<file path="src/rtl/phy_clock_sel_ctrl.sv">
// Glitch-free clock-select sequencer: gates the downstream clock, switches the mux select, settles, ungates.
// Optional PHY_CLK_SEL_SAME_SKIP_EN: a request for the already-selected index completes at once without gating.
module phy_clock_sel_ctrl #(
  parameter int unsigned NUM_CLOCKS    = 4,
  parameter int unsigned NUM_CLOCK_SEL = 2,
  parameter int unsigned RESET_SEL     = 0,
  parameter int unsigned GATE_CYCLES   = 4,
  parameter int unsigned SETTLE_CYCLES = 8
) (
  input  logic                     clk,
  input  logic                     reset_n,
  input  logic                     sel_req_valid,
  input  logic [NUM_CLOCK_SEL-1:0] sel_req,
  output logic                     sel_req_ready,
  output logic [NUM_CLOCK_SEL-1:0] clk_sel,
  output logic                     clk_gate_en,
  output logic                     sel_done,
  output logic                     sel_err
);

  typedef enum logic [1:0] {
    IDLE,
    GATE_OFF,
    SETTLE
  } state_t;

  localparam logic [7:0]               GATE_LAST   = 8'(GATE_CYCLES - 1);
  localparam logic [7:0]               SETTLE_LAST = 8'(SETTLE_CYCLES - 1);
  localparam logic [NUM_CLOCK_SEL:0]   CLK_LIMIT   = (NUM_CLOCK_SEL + 1)'(NUM_CLOCKS);
  localparam logic [NUM_CLOCK_SEL-1:0] RESET_IDX   = NUM_CLOCK_SEL'(RESET_SEL);

  state_t                   state;
  state_t                   state_nxt;
  logic [7:0]               cnt;
  logic [7:0]               cnt_nxt;
  logic [NUM_CLOCK_SEL-1:0] pend_sel;
  logic [NUM_CLOCK_SEL-1:0] pend_sel_nxt;
  logic [NUM_CLOCK_SEL-1:0] clk_sel_nxt;
  logic                     gate_nxt;
  logic                     done_nxt;
  logic                     err_nxt;
  logic                     accept;
  logic                     req_in_range;

  assign sel_req_ready = (state == IDLE);
  assign accept        = sel_req_valid && sel_req_ready;
  assign req_in_range  = ({1'b0, sel_req} < CLK_LIMIT);

  always_ff @(posedge clk or negedge reset_n) begin
    if (!reset_n) begin
      state       <= IDLE;
      cnt         <= '0;
      pend_sel    <= RESET_IDX;
      clk_sel     <= RESET_IDX;
      clk_gate_en <= 1'b1;
      sel_done    <= 1'b0;
      sel_err     <= 1'b0;
    end else begin
      state       <= state_nxt;
      cnt         <= cnt_nxt;
      pend_sel    <= pend_sel_nxt;
      clk_sel     <= clk_sel_nxt;
      clk_gate_en <= gate_nxt;
      sel_done    <= done_nxt;
      sel_err     <= err_nxt;
    end
  end

  // The select register only loads on the GATE_OFF->SETTLE edge, so the mux never switches ungated.
  always_comb begin
    state_nxt    = state;
    cnt_nxt      = cnt;
    pend_sel_nxt = pend_sel;
    clk_sel_nxt  = clk_sel;
    gate_nxt     = clk_gate_en;
    done_nxt     = 1'b0;
    err_nxt      = 1'b0;
    case (state)
      IDLE: begin
        gate_nxt = 1'b1;
        if (accept) begin
          if (!req_in_range) begin
            err_nxt = 1'b1;
          end
`ifdef PHY_CLK_SEL_SAME_SKIP_EN
          else if (sel_req == clk_sel) begin
            done_nxt = 1'b1;
          end
`endif
          else begin
            state_nxt    = GATE_OFF;
            pend_sel_nxt = sel_req;
            gate_nxt     = 1'b0;
            cnt_nxt      = '0;
          end
        end
      end
      GATE_OFF: begin
        gate_nxt = 1'b0;
        if (cnt == GATE_LAST) begin
          state_nxt   = SETTLE;
          clk_sel_nxt = pend_sel;
          cnt_nxt     = '0;
        end else begin
          cnt_nxt = cnt + 8'd1;
        end
      end
      SETTLE: begin
        gate_nxt = 1'b0;
        if (cnt == SETTLE_LAST) begin
          state_nxt = IDLE;
          gate_nxt  = 1'b1;
          done_nxt  = 1'b1;
          cnt_nxt   = '0;
        end else begin
          cnt_nxt = cnt + 8'd1;
        end
      end
      default: begin
        state_nxt = IDLE;
        gate_nxt  = 1'b1;
        cnt_nxt   = '0;
      end
    endcase
  end

endmodule
</file>
<file path="config.mk">
export PLATFORM = sky130hd
export DESIGN_NAME = phy_clock_sel_ctrl
export DESIGN_NICKNAME = d
export VERILOG_FILES = /design/src/rtl/phy_clock_sel_ctrl.sv
export SDC_FILE = /design/constraint.sdc
export NUM_CORES = 1
export LEC_CHECK = 0
export CAP_MARGIN = 10
export CORE_UTILIZATION = 35
export CTS_CLUSTER_SIZE = 12
export DETAILED_ROUTE_END_ITERATION = 7
export HOLD_SLACK_MARGIN = 0.06
export PLACE_DENSITY_LB_ADDON = 0.3
export SLEW_MARGIN = 20
export SYNTH_ARGS = -nofsm -noshare
export SYNTH_HDL_FRONTEND = slang
export SYNTH_SLANG_ARGS = --single-unit
</file>
<file path="constraint.sdc">
create_clock -name clk -period 3.76 [get_ports clk]
set_clock_uncertainty 0.1 [all_clocks]
set_input_delay 0.564 -clock clk [delete_from_list [all_inputs] [get_ports clk]]
set_output_delay 0.564 -clock clk [all_outputs]
set_load 0.03 [all_outputs]
</file>
==> results of run 1 <==
[path summary, 6_finish.rpt]
kind / to / start / slack (ns)
setup / recovery: sel_req_ready / state[1]$_DFFE_PN0P_ / 1.39
hold / removal: clk_sel[0]$_DFFE_PN0P_ / pend_sel[0]$_DFFE_PN0P_ / 0.42
setup reg to reg: state[0]$_DFFE_PN0P_ / state[1]$_DFFE_PN0P_ / 1.80
hold reg to reg: clk_sel[0]$_DFFE_PN0P_ / pend_sel[0]$_DFFE_PN0P_ / 0.42
max in group asynchronous: pend_sel[0]$_DFFE_PN0P_ / reset_n / 2.51
min in group asynchronous: state[1]$_DFFE_PN0P_ / reset_n / 0.60
[final cells by class]
| class | count | area, um2 | share of cell area, % |
|---|---|---|---|
| Multi-Input combinational cell | 64 | 474 | 45.3 |
| Inverter | 2 | 7.51 | 0.717 |
| Timing Repair Buffer | 9 | 90.1 | 8.60 |
| Clock buffer | 4 | 36.3 | 3.46 |
| Sequential cell | 16 | 402 | 38.4 |
| Tap cell | 30 | 37.5 | 3.58 |
[cells by family after synthesis]
logic type      after synthesis  synth area share, %
mux                           7                 9.29
buf+inv                       6                 3.19
simple gates                 35                 24.0
flops                        16                 44.5
other cells                   1                0.416
xor+xnor                      3                 2.91
compound gates               12                 7.35
fa+ha+maj                     6                 8.32
[cells in the final DEF, fill, tap and decap left out, types with 2 or more instances in the layout]
cell	instances
a21oi_1	2
mux2_2	2
clkdlybuf4s50_1	9
mux2_4	2
ha_1	6
inv_1	2
or2_2	2
dfrtp_1	15
nand2_1	8
nand3_1	4
mux2i_1	2
nor3_1	2
xnor2_1	3
clkbuf_4	3
o21ai_0	7
nor2_1	6
[routing by layer]
metal  track usage, %  share of wire, %  vias to the layer above
met2             20.3                42                       15
met4             5.26              0.79                        0
met3             6.09               5.8                        2
li1                 -                 -                      317
met1             18.3                51                      296
met5                0                 0                        -
[stage by stage]
stage / utilization [%] / worst slack (ns) / hold slack [ns] / std cells / total power, uW
global route: 42.7 / 1.29 / 0.442 / 125 / 622
floorplan: - / 1.88 / 0.168 / 86 / 398
finish: 42.7 / 1.39 / 0.419 / 125 / 569
global placement: 41.1 / 1.30 / 0.384 / 121 / 457
detailed placement: 41.1 / 1.26 / 0.395 / 121 / 462
CTS: 42.6 / 1.38 / 0.422 / 125 / 579
[synth_stat cells (3+ instances only)]
library cell,count
dfrtp_1,15
o21ai_0,7
ha_1,6
nand2_1,8
nor2_1,6
xnor2_1,3
nand3_1,4
[power by group through the flow]
stage                     Clock, uW  Combinational [uW]  Sequential (uW)
after floorplan                   0                 152              246
after global placement            0                 226              231
after detailed placement          0                 229              233
after CTS                       119                 230              230
after global routing            130                 257              234
final                           112                 228              229
[flip-flops by register name (all words and copies together), names as in the netlist]
name,count
clk_gate_en,1
cnt,8
sel_done,1
clk_sel,2
pend_sel,2
state,2
[critical path, cell delays in order, from the launching register on]
cell,delay [ns]
dfrtp_1,0.41
inv_1,0.14
ha_1,0.20
clkdlybuf4s50_1,0.67
==> metrics, run 1 <==
Pleak=0.000453 uW; drt total wl=1.51 mm; Int Power=366 uW; pin count of the biggest net entering global routing=19; deepest clock path buffer count=2; Switch Pwr=203 uW; Remaining DRCs=0; Clock Power Share=19.7%; Hold Path Stages=1; DR vias/cell=5.04; clock sinks=16; Max transition margin=51.8%; outcome=finished clean; buffers inserted by post-CTS timing repair=0; Seq cells post-synth=16; Die Width=52.8 um; CP endpoint kind=output pin; share of the synthesized area in the top cell type=41.6%; Worst Setup Path Type=flop to output pin; port bufs=9; Root Buffer=clkbuf_4; gr usage total=14.1%; Mapped Cells=86; Inserted Diodes=0; cts bufs inserted=3; Seq pwr share=40.3%; Comb power frac=40.1%; CTS tree=yes; clock period minus worst slack=2.37 ns; Syn Area/Cell=10.5 um2; DR vias=630; post-route antenna net violation count=0; number of max-cap violations=0; H-tree lvl count=1; Ys Warns=0; Final Setup Violations=0; num rows=18; fraction of power spent switching nets=35.7%; Top Ports=11; Core Region=2450 um2; Clock Latency Late Sink=0.28 ns; Pre-antenna DRT Iters=4; Die Span Y=52.8 um; CP arrival=1.70 ns; kind of start point of the critical path=flop; Post-Syn Area=902 um2; RSZ-0062 raised after global routing=no; final instance area=1050 um2; synth top area cells=dfrtp_1 42%, ha_1 8.3%, o21ai_0 3.9%, mux2_4 3.3%, nand2_1 3.3%; share of cells above drive strength 1=16.8%; Netlist cell types=36; layout filler cell count=231; hold crit path type=flop to flop; Worst-Margin Slew=0.720 ns; Final Hold Viols=0; Seq/Total Area, Yosys=44.5%; Slew Limit Fails=0; period utilisation layout=63.0%; Hold-fix buffers, CTS=0; Fin Setup TNS=0 ns; Power Density=543 nW/um2; Synth Flop Type=dfrtp_1; nets=107; DP Area=1010 um2; Wirelength per Cell=12.1 um; GPL Wtd Cong=0.798; CTS resizes=0; initial DRC count=9; vias in the first global route=619; full die area=2780 um2; Max Freq=0.422 GHz; ys async rst share=100%; cells on worst reg2reg path=5; Synth-to-Final Area Change=16.1%; Starting Density=36.7%; Critical Path RT=3.10 ns; crit-path max FO=4; Clk pin slew, worst setup/hold paths=0.09 ns; EDFF count, synth=0; Congestion Overflow GR=0; total nets after synthesis=97; global-route wire length before repair=2.79 mm; Synth area leader=dfrtp_1; antenna violations before repair=0; detailed placement HPWL=1.09 mm; Max rail drop VDD=0.277 mV
Power figures use the tool's default switching activity.
==> run 2, diff against run 1 <==
clock period = 1.92 ns   (was 3.76 ns; I/O delays follow)
==> metrics, run 2 (synthesis results as in run 1) <==
Final Hold Viols=0 (unchanged); Power Density=1050 nW/um2 (+93%); clock sinks=16 (unchanged); post-route antenna net violation count=0 (unchanged); Final Setup Violations=0 (unchanged); DR vias/cell=4.76 (-5.5%); Clock Latency Late Sink=0.29 ns (about the same); Die Width=52.8 um (unchanged); Max rail drop VDD=0.496 mV (+79%); num rows=18 (unchanged); R2R Path End=cnt[2]$_DFFE_PN0P_; CP delay by family, top=buffers and inverters; vias in the first global route=611 (-1.3%); cts bufs inserted=3 (unchanged); WP buf/inv=1 (-1); Clk pin slew, worst setup/hold paths=0.09 ns (about the same); Reg with most FFs=cnt; deepest clock path buffer count=2 (unchanged); CTS tree=yes; detailed placement HPWL=1.17 mm (+7.1%); nets=112 (+4.7%); Critical Path Max Stage Delay=0.66 ns (about the same); Core Region=2450 um2 (unchanged); GPL Wtd Cong=0.823 (+3.2%); full die area=2780 um2 (unchanged); Worst Setup Path Type=flop to output pin; most common cell after layout, fill and taps aside=dfrtp_1; H-tree lvl count=1 (unchanged); kind of start point of the critical path=flop; Starting Density=36.7% (unchanged); DR vias=619 (-1.7%); commonest cells after routing, fill and taps aside=15 x dfrtp_1, 8 x nand2_1, 8 x clkdlybuf4s50_1; max reg flops=8 (unchanged); global-route wire length before repair=2.74 mm (-1.7%); Die Span Y=52.8 um (unchanged); period utilisation layout=96.5%; total power=1140 uW (+100%); buffers inserted by post-CTS timing repair=0 (unchanged); hold crit path type=input port to async pin; setup slack, reg-to-reg=0.13 ns (-1.67 ns); Fin Setup TNS=0 ns (unchanged); Cells after DPL=126 (+4.1%); Remaining DRCs=0 (unchanged); Inserted Diodes=0 (unchanged); port bufs=9 (unchanged); Pleak=0.000478 uW (+5.4%); multi-input gate area in the final layout=479 um2 (+1.1%); drt total wl=1.53 mm (+1.3%); reg2reg start=state[0]$_DFFE_PN0P_; RSZ-0062 raised after global routing=no; Critical Path, Cell by Cell=clkdlybuf4s50_1; Root Buffer=clkbuf_4; Slew Limit Fails=0 (unchanged); CP arrival=1.47 ns (-0.23 ns); crit-path max FO=1 (-3); initial DRC count=14 (+5); register area=402 um2 (unchanged); gr usage total=13.9% (-0.16 points); Synth-to-Final Area Change=20.7%; Top Ports=11 (unchanged); pin count of the biggest net entering global routing=17 (-2); antenna violations before repair=0 (unchanged); Wirelength per Cell=11.8 um (-2.6%); Critical Path RT=1.53 ns (-1.57 ns); slowest cell on the critical path=clkdlybuf4s50_1; share of cells above drive strength 1=23.0% (+6.2 points); post-route insts no fill=130 (+4.0%); Max Freq=0.540 GHz; CP endpoint kind=output pin; outcome=finished clean; layout filler cell count=239 (+3.5%); cells on worst reg2reg path=6 (+1); Pre-antenna DRT Iters=4 (unchanged); clock period minus worst slack=1.85 ns; Congestion Overflow GR=0 (unchanged); number of max-cap violations=0 (unchanged)
==> run 2: cell type report <==
cell class | count | area share [%]
multi-input cells | 64 | 44.0
inverters | 2 | 0.690
well taps | 30 | 3.45
repair buffers | 14 | 11.6
clock buffers | 4 | 3.33
flip-flops and latches | 16 | 36.9
==> run 2: per-layer routing <==
| metal | vias to the layer above | GRT usage [%] | part of all wire [%] |
|---|---|---|---|
| li1 | 326 | - | - |
| met1 | 279 | 17.4 | 47 |
| met2 | 14 | 22.2 | 46 |
| met3 | 0 | 6.09 | 6.1 |
| met4 | 0 | 2.63 | 0 |
| met5 | - | 0 | 0 |
==> run 2: report_power, final <==
part,total [uW],internal (uW),switching (uW)
clock network,221,116,105
logic,471,209,262
registers,449,407,42.1
==> run 2: through the flow <==
stage,util (%),hold slack (ns),instance area [um2],setup WS (ns)
3_3_place_gp,42.6,0.384,1050,0.114
6_report,44.3,0.205,1090,0.0665
2_1_floorplan,-,-0.108,902,0.0383
5_1_grt,44.3,0.224,1090,0.00325
4_1_cts,44.0,0.206,1080,0.0464
3_5_place_dp,42.6,0.393,1050,0.0722
==> run 2: what timing repair did <==
item,in CTS,in global routing
endpoints found under the setup margin,1,7
hold buffers,0,0
pin swaps,0,1
gates resized for setup,1,4
==> run 2: worst max path at each step <==
| stage | endpoint | start | cells past startpoint | slack (ns) |
|---|---|---|---|---|
| 4_1_cts | clk_gate_en | clk_gate_en$_DFF_PN1_ | 1 | 0.05 |
| 5_1_grt | clk_gate_en | clk_gate_en$_DFF_PN1_ | 1 | 0.003 |
| 2_1_floorplan | cnt[2]$_DFFE_PN0P_ | state[0]$_DFFE_PN0P_ | 6 | 0.04 |
| 3_5_place_dp | cnt[2]$_DFFE_PN0P_ | sel_req_valid | 5 | 0.07 |
| 6_report | clk_gate_en | clk_gate_en$_DFF_PN1_ | 1 | 0.07 |
| 3_3_place_gp | state[0]$_DFFE_PN0P_ | state[0]$_DFFE_PN0P_ | 6 | 0.11 |
==> run 2: worst register-to-register path, delay by kind of cell, from the launching register on <==
family | cells | cell delay [ns]
flops | 1 | 0.41
simple gates | 2 | 0.64
compound gates | 1 | 0.12
fa+ha+maj | 1 | 0.22
buf+inv | 2 | 0.23
